**src/rtl/bf16_norm.sv**
```systemverilog
// BF16 normalize-and-round stage: leading-zero normalize, then round-to-nearest-even
// and pack, as a 2-deep valid/ready pipeline with full throughput.

module lzc #(
    parameter int unsigned W  = 12,
    parameter int unsigned CW = $clog2(W + 1)
) (
    input  logic [W-1:0]  value,
    output logic [CW-1:0] count
);

    logic found;

    always_comb begin
        count = CW'(W);
        found = 1'b0;
        for (int unsigned i = 0; i < W; i++) begin
            if (!found && value[W-1-i]) begin
                count = CW'(i);
                found = 1'b1;
            end
        end
    end

endmodule

module bf16_norm #(
    parameter int unsigned W = 12
) (
    input  logic         clk,
    input  logic         nreset,
    input  logic         valid_i,
    output logic         ready_o,
    input  logic         sign_i,
    input  logic [7:0]   exp_i,
    input  logic [W-1:0] mant_i,
    output logic         valid_o,
    input  logic         ready_i,
    output logic [15:0]  data_o,
    output logic         uf_o,
    output logic         of_o
);

    localparam int unsigned CW = $clog2(W + 1);

    logic [CW-1:0]      lz;
    logic [W-1:0]       sh_n;
    logic signed [9:0]  e_n;

    logic               s1_valid;
    logic               s1_sign;
    logic [W-1:0]       s1_sh;
    logic signed [9:0]  s1_e;
    logic               s1_zero;

    logic               s2_valid;
    logic [15:0]        s2_data;
    logic               s2_uf;
    logic               s2_of;

    logic               s1_load;
    logic               s2_load;

    logic [6:0]         frac;
    logic               g;
    logic               s;
    logic               rnd;
    logic [7:0]         frac_sum;
    logic signed [9:0]  e_r;
    logic [15:0]        data_n;
    logic               uf_n;
    logic               of_n;

    lzc #(.W(W)) u_lzc (
        .value (mant_i),
        .count (lz)
    );

    // Exponent stays in 10-bit two's complement so underflow/overflow remain visible.
    assign sh_n = mant_i << lz;
    assign e_n  = $signed(10'(exp_i) + 10'd1 - 10'(lz));

    assign s2_load = ~s2_valid | ready_i;
    assign s1_load = ~s1_valid | s2_load;
    assign ready_o = ~s1_valid | ~s2_valid | ready_i;

    always_ff @(posedge clk or negedge nreset) begin
        if (!nreset) begin
            s1_valid <= 1'b0;
            s1_sign  <= 1'b0;
            s1_sh    <= '0;
            s1_e     <= '0;
            s1_zero  <= 1'b0;
        end else if (s1_load) begin
            s1_valid <= valid_i;
            if (valid_i) begin
                s1_sign <= sign_i;
                s1_sh   <= sh_n;
                s1_e    <= e_n;
                s1_zero <= (mant_i == '0);
            end
        end
    end

    always_comb begin
        frac     = s1_sh[W-2:W-8];
        g        = s1_sh[W-9];
        s        = |s1_sh[W-10:0];
        rnd      = g & (s | frac[0]);
        frac_sum = {1'b0, frac} + {7'd0, rnd};
        // Mantissa carry-out bumps the exponent before the range checks.
        e_r      = s1_e + (frac_sum[7] ? 10'sd1 : 10'sd0);
        data_n   = {s1_sign, 15'h0};
        uf_n     = 1'b0;
        of_n     = 1'b0;
        if (s1_zero) begin
            data_n = {s1_sign, 15'h0};
        end else if (e_r <= 10'sd0) begin
            uf_n   = 1'b1;
        end else if (e_r >= 10'sd255) begin
            data_n = {s1_sign, 8'hFF, 7'h0};
            of_n   = 1'b1;
        end else begin
            data_n = {s1_sign, e_r[7:0], frac_sum[6:0]};
        end
    end

    always_ff @(posedge clk or negedge nreset) begin
        if (!nreset) begin
            s2_valid <= 1'b0;
            s2_data  <= '0;
            s2_uf    <= 1'b0;
            s2_of    <= 1'b0;
        end else if (s2_load) begin
            s2_valid <= s1_valid;
            if (s1_valid) begin
                s2_data <= data_n;
                s2_uf   <= uf_n;
                s2_of   <= of_n;
            end
        end
    end

    assign valid_o = s2_valid;
    assign data_o  = s2_data;
    assign uf_o    = s2_valid & s2_uf;
    assign of_o    = s2_valid & s2_of;

endmodule

```
**config.mk**
```make
export PLATFORM = sky130hd
export DESIGN_NAME = bf16_norm
export DESIGN_NICKNAME = d
export VERILOG_FILES = /design/src/rtl/bf16_norm.sv
export SDC_FILE = /design/constraint.sdc
export NUM_CORES = 1
export LEC_CHECK = 0
export ABC_AREA = 0
export BUFFER_PORTS_ARGS = -buffer_cell sky130_fd_sc_hd__buf_2
export CORE_MARGIN = 4
export CORE_UTILIZATION = 35
export DETAILED_ROUTE_END_ITERATION = 8
export PLACE_DENSITY = 0.5
export RECOVER_POWER = 50
export SLEW_MARGIN = 15
export SYNTH_ARGS = -nofsm -noshare
export SYNTH_HDL_FRONTEND = slang
export SYNTH_SLANG_ARGS = --single-unit
export TNS_END_PERCENT = 10
```
**constraint.sdc**
```tcl
create_clock -name clk -period 3.3 [get_ports clk]
set_input_delay 0.99 -clock clk [delete_from_list [all_inputs] [get_ports clk]]
set_output_delay 0.99 -clock clk [all_outputs]
set_load 0.005 [all_outputs]
```
==> flow_metrics.env, run 1 <==
export IMPL_clockBufferDepth=2
export IMPL_fmax_mhz=306
export IMPL_synth_fp_nets=388
export IMPL_skew_ns=0.00942
export IMPL_p_per_area_nw_per_um2=411
export IMPL_rows=33
export IMPL_antenna_left=0
export IMPL_root_buffer="clkbuf_8"
export IMPL_gp_congestion=0.807
export IMPL_final_util_pct=46.4
export IMPL_synth_cell_types=59
export IMPL_slew_headroom_pct=30.5
export IMPL_syn2layout_area_growth_pct=27.5
export IMPL_synth_edf_count=0
export IMPL_rsz0062_at_grt="yes"
export IMPL_worst_setup_path_type="in -> reg"
export IMPL_grt_total_usage_pct=15.3
export IMPL_period_minus_slack_ns=3.26
export IMPL_synthCells=346
export IMPL_htree_levels=2
export IMPL_fin_nets=467
export IMPL_hp_class="reg -> reg"
export IMPL_finalSetupViolCount=0
export IMPL_io_pins=45
export IMPL_clock_sinks=43
export IMPL_min_path_cells=2
export IMPL_core_sq_um=8300
export IMPL_ff2ff_path_depth=13
export IMPL_dp_hpwl_um=5880
export IMPL_synthArstFlopShare_pct=100
export IMPL_wirelength_um=7340
export IMPL_first_pass_iters=5
export IMPL_placed_cell_area_sq_um=3680
export IMPL_start_util_pct=36.4
export IMPL_seq_area_frac_synth_pct=35.6
export IMPL_grt_first_pass_wirelength_um=12700
export IMPL_clk_pin_slew_ns=0.08
export IMPL_synth_ff_type="dfrtp_1"
export IMPL_port_buffer_count=44
export IMPL_fin_tns_setup_ns=0
export IMPL_grt_max_degree=44
export IMPL_avgSynthCellArea_sq_um=8.73
export IMPL_crit_path_max_fanout=3
export IMPL_first_iter_violations=124
export IMPL_finalCritPeriodShare_pct=98.9
export IMPL_dieArea_sq_um=10200
export IMPL_grt_pass1_vias=2580
export IMPL_worst_pin_slew_ns=1.04
export IMPL_drc=0
export IMPL_arrival_ns=3.44
export IMPL_hold_violations=0
export IMPL_ys_warnings_count=0
export IMPL_synth_area_sq_um=3020
export IMPL_die_y_um=101
export IMPL_ctsHoldBuffers=0
export IMPL_vias=2673
export IMPL_final_common_cell="nand2_1"
export IMPL_drive_gt1_share_pct=31.3
export IMPL_ir_worst_vdd_uv=156
export IMPL_insertion_delay_ns=0.29
export IMPL_antenna_cells=0
export IMPL_slew_violations=0
export IMPL_final_cell_mix="nand2_1 (53), buf_4 (48), dfrtp_1 (43)"
export IMPL_final_cell_area_sq_um=3850
export IMPL_worstSetupStartpointType="input pin"
export IMPL_die_w_um=101
export IMPL_fill_cells=859
export IMPL_p_leak_uw=0.00176
export IMPL_status="finished, final reports clean"
export IMPL_overflow=0
export IMPL_via_per_inst=5.04
export IMPL_wl_per_cell_um=13.9
export IMPL_cts_tree="yes"
export IMPL_maxCapViolations=0
export IMPL_grt_antenna_before_repair=0
export IMPL_numCtsBuffers=5
export IMPL_synth_seq_cells=43
export IMPL_critPathRequiredTime_ns=3.48
export IMPL_crit_path_end_kind="flip-flop"
## final cells by class
class / instances / area, sq um / share of cell area, %
flip-flops and latches: 43 / 1080 / 28.0
repair buffers: 92 / 598 / 15.5
multi-input cells: 264 / 1880 / 49.0
well taps: 105 / 131 / 3.41
clock buffers: 6 / 82.6 / 2.15
clock inverters: 1 / 5.00 / 0.130
inverters: 19 / 71.3 / 1.85
## critical path, stage by stage
cell	delay, ns
buf_6	0.09
or4_4	0.57
nor2_4	0.17
a31oi_4	0.09
ha_2	0.20
ha_4	0.16
fa_2	0.38
a21o_1	0.18
a21oi_2	0.13
o21bai_1	0.09
a21oi_2	0.18
xnor2_1	0.13
o21ai_1	0.07
## per-stage QoR
stage / cells / worst slack (ns) / power [uW] / hold WS (ns)
floorplan: 346 / -0.228 / 1050 / 0.442
global placement: 521 / -0.328 / 1250 / 0.444
detailed placement: 521 / -0.358 / 1260 / 0.450
CTS: 528 / 0.0199 / 1600 / 0.468
global route: 530 / -0.0670 / 1700 / 0.491
finish: 530 / 0.0368 / 1580 / 0.460
## power breakdown
| part | internal [uW] | switching [uW] |
|---|---|---|
| Sequential | 629 | 94.5 |
| Clock | 164 | 165 |
| Combinational | 267 | 261 |
| Total | 1060 | 521 |
## metal layers
metal | vias to the layer above | global-route usage (%) | wire, um
met4 | 0 | 4.66 | 107
met1 | 1199 | 22.4 | 3690
met2 | 60 | 23.5 | 3190
met3 | 8 | 1.94 | 350
met5 | - | 0 | 0
li1 | 1406 | - | -
## state kept, by name (all words and copies together), names as in the netlist
signal,flops
data_o,16
s1_sign,1
valid_o,1
s2_of,1
s1_e,10
s2_uf,1
s1_valid,1
s1_zero,1
s1_sh,11
## path summary, 6_finish.rpt
check                           slack [ns]        end       from
worst min-delay path                  0.46  data_o[8]  data_o[8]
worst min register to register        0.46  data_o[8]  data_o[8]
max in group asynchronous             1.79   s1_valid     nreset
min in group asynchronous             0.88   s1_sh[5]     nreset
worst max register to register        0.30  data_o[5]   s1_sh[3]
worst max-delay path                  0.04    s1_e[7]  mant_i[4]
## repair_timing
| item | 4_1_cts | 5_1_grt |
|---|---|---|
| buffers inserted | 0 | 2 |
| endpoints found under the setup margin | 1 | 3 |
| gates resized for setup | 1 | 10 |
| pin swaps | 5 | 15 |
## cells in the mapped netlist, types with 8 or more instances
master    number  area share [%]
inv_1         18             2.2
a22o_1         9             2.6
xor2_1         8             2.3
o21ai_0       23             3.8
dfrtp_1       43              36
nand3_1       11             1.8
nand2_1       53             6.6
a21oi_1       12             2.0
a211oi_1       8             2.0
nor2_1        23             2.9
ha_1          16             6.6
xnor2_1       13             3.8
## kinds of logic (layout without fill, tap and decap cells)
kind of cell | after synthesis | count (layout) | share of synthesized area (%)
buffers and inverters | 39 | 118 | 6.09
DFF | 43 | 43 | 35.6
muxes | 4 | 4 | 1.45
xor gates and xnor gates | 21 | 21 | 6.09
AOI/OAI and AO/OA | 95 | 95 | 23.2
and+or+nand+nor | 127 | 127 | 20.3
adders and majority gates | 17 | 17 | 7.29
(Power assumes the default switching activity.)
==> inputs of run 2 (changes only) <==
Settings changed: BUFFER_PORTS_ARGS -buffer_cell sky130_fd_sc_hd__buf_2 to -buffer_cell sky130_fd_sc_hd__buf_4.
==> run 2 against run 1 <==
Effect of this change:
- utilization up 1.3 points
- cell count rose by 0.57%
- first-iteration DRC count fell by 22%
- largest cell class unchanged
- largest power group unchanged
==> flow_metrics.env, run 2 (synthesized netlist as in run 1, its figures left out) <==
export IMPL_syn2layout_area_growth_pct=31.1
export IMPL_cp_slowest_cell="or4_4"
export IMPL_slew_headroom_pct=31.0
export IMPL_drive_gt1_share_pct=31.5
export IMPL_critPathBufInv=1
export IMPL_worstSetupStartpointType="input pin"
export IMPL_clk_pin_slew_ns=0.08
export IMPL_port_buffer_count=44
export IMPL_p_per_area_nw_per_um2=410
export IMPL_dp_hpwl_um=5870
export IMPL_slew_violations=0
export IMPL_final_common_cell="buf_4"
export IMPL_die_w_um=101
export IMPL_first_iter_violations=97
export IMPL_fill_cells=826
export IMPL_dieArea_sq_um=10200
export IMPL_worstReg2RegStart="s1_sh[4]"
export IMPL_cts_tree="yes"
export IMPL_rows=33
export IMPL_numCtsBuffers=5
export IMPL_hold_ws_ns=0.471
export IMPL_fmax_mhz=304
export IMPL_fin_cells=533
export IMPL_first_pass_iters=4
export IMPL_start_util_pct=36.4
export IMPL_p_leak_uw=0.00180
export IMPL_wl_per_cell_um=13.8
export IMPL_clock_sinks=43
export IMPL_final_cell_mix="buf_4 (84), nand2_1 (53), dfrtp_1 (43)"
export IMPL_crit_path_end_kind="flip-flop"
export IMPL_insertion_delay_ns=0.29
export IMPL_worst_slack_ns=0.0143
export IMPL_overflow=0
export IMPL_htree_levels=2
export IMPL_rsz0062_at_grt="yes"
export IMPL_clockBufferDepth=2
export IMPL_finalSetupViolCount=0
export IMPL_total_power_uw=1620
export IMPL_final_util_pct=47.7
export IMPL_fin_nets=470
export IMPL_crit_family="compound AO/OA/AOI/OAI gates"
export IMPL_core_sq_um=8300
export IMPL_largest_reg_flops=16
export IMPL_hold_violations=0
export IMPL_worstHoldStart="data_o[8]"
export IMPL_place_ws_ns=-0.348
export IMPL_antenna_cells=0
export IMPL_hp_class="reg -> reg"
export IMPL_startpoint="mant_i[4]"
export IMPL_die_y_um=101
export IMPL_root_buffer="clkbuf_8"
export IMPL_ir_worst_vdd_uv=163
export IMPL_gp_congestion=0.844
export IMPL_placedCellCount=522
export IMPL_antenna_left=0
export IMPL_grt_max_degree=44
export IMPL_critPathRequiredTime_ns=3.48
export IMPL_arrival_ns=3.46
export IMPL_status="finished, final reports clean"
export IMPL_maxCapViolations=0
export IMPL_drc=0
export IMPL_io_pins=45
export IMPL_crit_path_max_fanout=3
export IMPL_grt_antenna_before_repair=0
export IMPL_skew_ns=0.00501
export IMPL_grt_pass1_vias=2638
export IMPL_worst_setup_path_type="in -> reg"
export IMPL_finalCritPeriodShare_pct=99.6
export IMPL_via_per_inst=5.04
export IMPL_critPathMaxStageDelay_ns=0.57
export IMPL_grt_first_pass_wirelength_um=12400
export IMPL_ctsHoldBuffers=0
export IMPL_grt_total_usage_pct=14.9
export IMPL_vias=2684
export IMPL_crit_chain="buf_6 > or4_4 > nor2_4 > a31oi_4 > ha_4 > ha_4 > fa_2 > a21o_1 > a21oi_2 > o21bai_1 > a21oi_2 > xnor2_1 > o21ai_1"
export IMPL_worst_pin_slew_ns=1.04
export IMPL_period_minus_slack_ns=3.29
export IMPL_wirelength_um=7340
-- run 2: cell types whose count changed in the layout (fill, tap and decap cells not counted), sizes merged --
cell	change
buf	-3
clkbuf	+6
-- run 2: repair_timing --
item | CTS | global route
pin swaps | 7 | 15
gates resized for setup | 3 | 6
setup buffers | 2 | 2
endpoints found under the hold margin | 0 | 0
endpoints found under the setup margin | 3 | 4
-- run 2: stage by stage --
step / cell area, sq um / TNS, ns
floorplan: 3090 / -0.731
global placement: 3790 / -1.26
detailed placement: 3790 / -1.40
CTS: 3910 / 0
global route: 3960 / -0.255
finish: 3960 / 0
-- run 2: path summary, 6_finish.rpt --
check,endpoint,slack (ns),cells after the start
max in group asynchronous,s1_e[8],1.79,1
max reg2reg,s2_of,0.30,13
min in group asynchronous,s1_sh[5],0.88,1
max,s1_e[7],0.01,13
min reg2reg,data_o[8],0.47,2
min,data_o[8],0.47,2
-- run 2: report_power, final --
part	total (uW)	switching (uW)	internal (uW)
clock network	332	168	164
registers	728	98.5	629
logic	564	260	304
total	1620	526	1100
-- run 2: final cells by class --
class | count | area, sq um | area share (%)
multi-input combinational | 264 | 1870 | 47.3
tap | 105 | 131 | 3.32
sequential | 43 | 1080 | 27.2
clock buffer | 6 | 82.6 | 2.09
clock inverter | 1 | 5.00 | 0.126
inverter | 19 | 71.3 | 1.80
timing repair buffer | 95 | 722 | 18.2
-- run 2: routing by layer --
layer	vias up	GRT usage, %	part of all wire [%]
li1	1406	-	-
met1	1215	21.2	50
met2	58	24.2	44
met3	5	1.52	4.5
met4	0	4.15	1.2
met5	-	0	0
-- run 2: tightest hold or removal path: cells and delay by family, from the launching register on --
kind	cells	cell delay [ns]
and+or+nand+nor	2	0.09
DFF	1	0.35
==> inputs of run 3 (changes only) <==
Settings changed: PLACE_DENSITY 0.5 to 0.52.
Clock period 3.3 ns to 2.9 ns, I/O delays scaled along.
==> run 3 against run 2 <==
Effect of this change:
- the run now ends with negative setup slack left
- worst hold slack better by 0.00059 ns
- clock power grew 13%
- die area unchanged
- flip-flop and latch count is the same
- worst setup slack got worse by 0.26 ns
- via count rose by 3.7%
- clock skew shrank 0.00086 ns
- non-clock buffer count increased by 16
- register-to-register slack worse by 0.20 ns
- global-route usage grew 0.67 points
- cell count rose by 3.0%
- critical endpoint is now s1_e[8]
- largest cell class unchanged
- highest routed layer unchanged
==> flow_metrics.env, run 3 (synthesized netlist as in run 1, its figures left out) <==
export IMPL_p_per_area_nw_per_um2=459
export IMPL_final_common_cell="buf_4"
export IMPL_skew_ns=0.00414
export IMPL_p_sw_share_pct=32.5
export IMPL_ir_worst_vdd_uv=190
export IMPL_antenna_cells=0
export IMPL_p_int_uw=1300
export IMPL_status="finished, violations left"
export IMPL_violations="negative setup slack"
export IMPL_cts_tree="yes"
export IMPL_htree_levels=2
export IMPL_combinationalPowerShare_pct=37.5
export IMPL_dp_hpwl_um=6100
export IMPL_final_cell_mix="buf_4 (103), nand2_1 (52), dfrtp_1 (43)"
export IMPL_period_minus_slack_ns=3.14
export IMPL_placedCellCount=536
export IMPL_fin_cells=549
export IMPL_clock_sinks=43
export IMPL_critPathRequiredTime_ns=3.12
export IMPL_antenna_left=0
export IMPL_crit_path_end_kind="flip-flop"
export IMPL_grt_max_degree=44
export IMPL_clkPwrFrac_pct=19.5
export IMPL_worstSetupStartpointType="input pin"
export IMPL_syn2layout_area_growth_pct=38.5
export IMPL_root_buffer="clkbuf_8"
export IMPL_port_buffer_count=44
export IMPL_slew_headroom_pct=30.1
export IMPL_core_sq_um=8300
export IMPL_clockBufferDepth=2
export IMPL_wl_per_cell_um=14.1
export IMPL_finalCritPeriodShare_pct=108
export IMPL_fin_nets=486
export IMPL_via_per_inst=5.07
export IMPL_place_ws_ns=-0.636
export IMPL_crit_path_max_fanout=2
export IMPL_die_y_um=101
export IMPL_worst_setup_path_type="in -> reg"
export IMPL_p_leak_uw=0.00191
export IMPL_hp_class="reg -> reg"
export IMPL_first_iter_violations=88
export IMPL_finalSetupViolCount=5
export IMPL_insertion_delay_ns=0.29
export IMPL_arrival_ns=3.36
export IMPL_worst_pin_slew_ns=1.05
export IMPL_grt_antenna_before_repair=0
export IMPL_first_pass_iters=4
export IMPL_wirelength_um=7760
export IMPL_die_w_um=101
export IMPL_total_power_uw=1920
export IMPL_overflow=0
export IMPL_grt_total_usage_pct=15.6
export IMPL_io_pins=45
export IMPL_clk_pin_slew_ns=0.07
export IMPL_grt_pass1_vias=2721
export IMPL_maxCapViolations=0
export IMPL_rsz0062_at_grt="yes"
export IMPL_grt_first_pass_wirelength_um=13000
export IMPL_hold_ws_ns=0.471
export IMPL_numCtsBuffers=5
export IMPL_dieArea_sq_um=10200
export IMPL_largest_reg_flops=16
export IMPL_drc=0
export IMPL_hold_violations=0
export IMPL_p_sw_uw=625
export IMPL_start_util_pct=36.4
export IMPL_drive_gt1_share_pct=37.2
export IMPL_fin_tns_setup_ns=-0.872
export IMPL_vias=2782
export IMPL_worst_slack_ns=-0.241
export IMPL_gp_congestion=0.836
export IMPL_fmax_mhz=318
export IMPL_rows=33
export IMPL_ctsHoldBuffers=0
export IMPL_slew_violations=0
export IMPL_pwr_share_seq_pct=43.0
-- run 3: cell count changes in the layout (fill, tap and decap cells not counted), moves of 4 or more --
cell / before / now
ha_1: 12 / 8
o21ai_1: 3 / 9
clkbuf_4: 7 / 1
o21ai_0: 22 / 16
buf_4: 84 / 103
-- run 3: power by group through the flow --
stage | Combinational, uW | Clock (uW) | Sequential [uW]
2_1_floorplan | 390 | 0 | 801
3_3_place_gp | 667 | 0 | 832
3_5_place_dp | 677 | 0 | 836
4_1_cts | 701 | 391 | 825
5_1_grt | 801 | 408 | 850
6_report | 721 | 374 | 825
-- run 3: cell type report --
class / count / area, sq um
clock inverter: 1 / 5.00
timing repair buffer: 111 / 862
inverter: 19 / 71.3
fill: 823 / 4120
clock buffer: 6 / 82.6
sequential: 43 / 1080
multi-input combinational: 264 / 1950
tap: 105 / 131
-- run 3: worst paths after layout --
path / startpoint / end / slack [ns] / depth (start not counted)
hold / removal: data_o[8] / data_o[8] / 0.47 / 2
setup / recovery: mant_i[8] / s1_e[8] / -0.24 / 13
min in group asynchronous: nreset / data_o[0] / 0.76 / 1
hold reg to reg: data_o[8] / data_o[8] / 0.47 / 2
max in group asynchronous: nreset / s1_sh[10] / 1.50 / 1
setup reg to reg: s1_sh[3] / data_o[1] / 0.10 / 13
-- run 3: per-layer routing --
layer	wire length (um)	up-vias	global-route usage, %
met1	3770	1281	22.4
met3	301	5	1.66
met5	0	-	0
li1	-	1434	-
met4	74	0	4.46
met2	3610	62	24.9
-- run 3: critical path, stage by stage --
cell and delay [ns]:
buf_4 0.11, or4_4 0.55, nor2_4 0.15, inv_2 0.06, ha_4 0.29, ha_4 0.20, a21o_1 0.18, a21o_1 0.17
a21o_1 0.20, nand3_2 0.07, a21oi_2 0.05, or3_1 0.30, a31oi_1 0.15
-- run 3: stage by stage --
stage	cell area (sq um)	utilization (%)
2_1_floorplan	3090	-
3_3_place_gp	3910	47.1
3_5_place_dp	3910	47.1
4_1_cts	4080	49.2
5_1_grt	4180	50.4
6_report	4180	50.4
-- run 3: what timing repair did --
action / in CTS / in global routing
pin swaps: 21 / 22
setup endpoints to repair: 17 / 22
buffers inserted: 2 / 4
resized for setup: 14 / 18
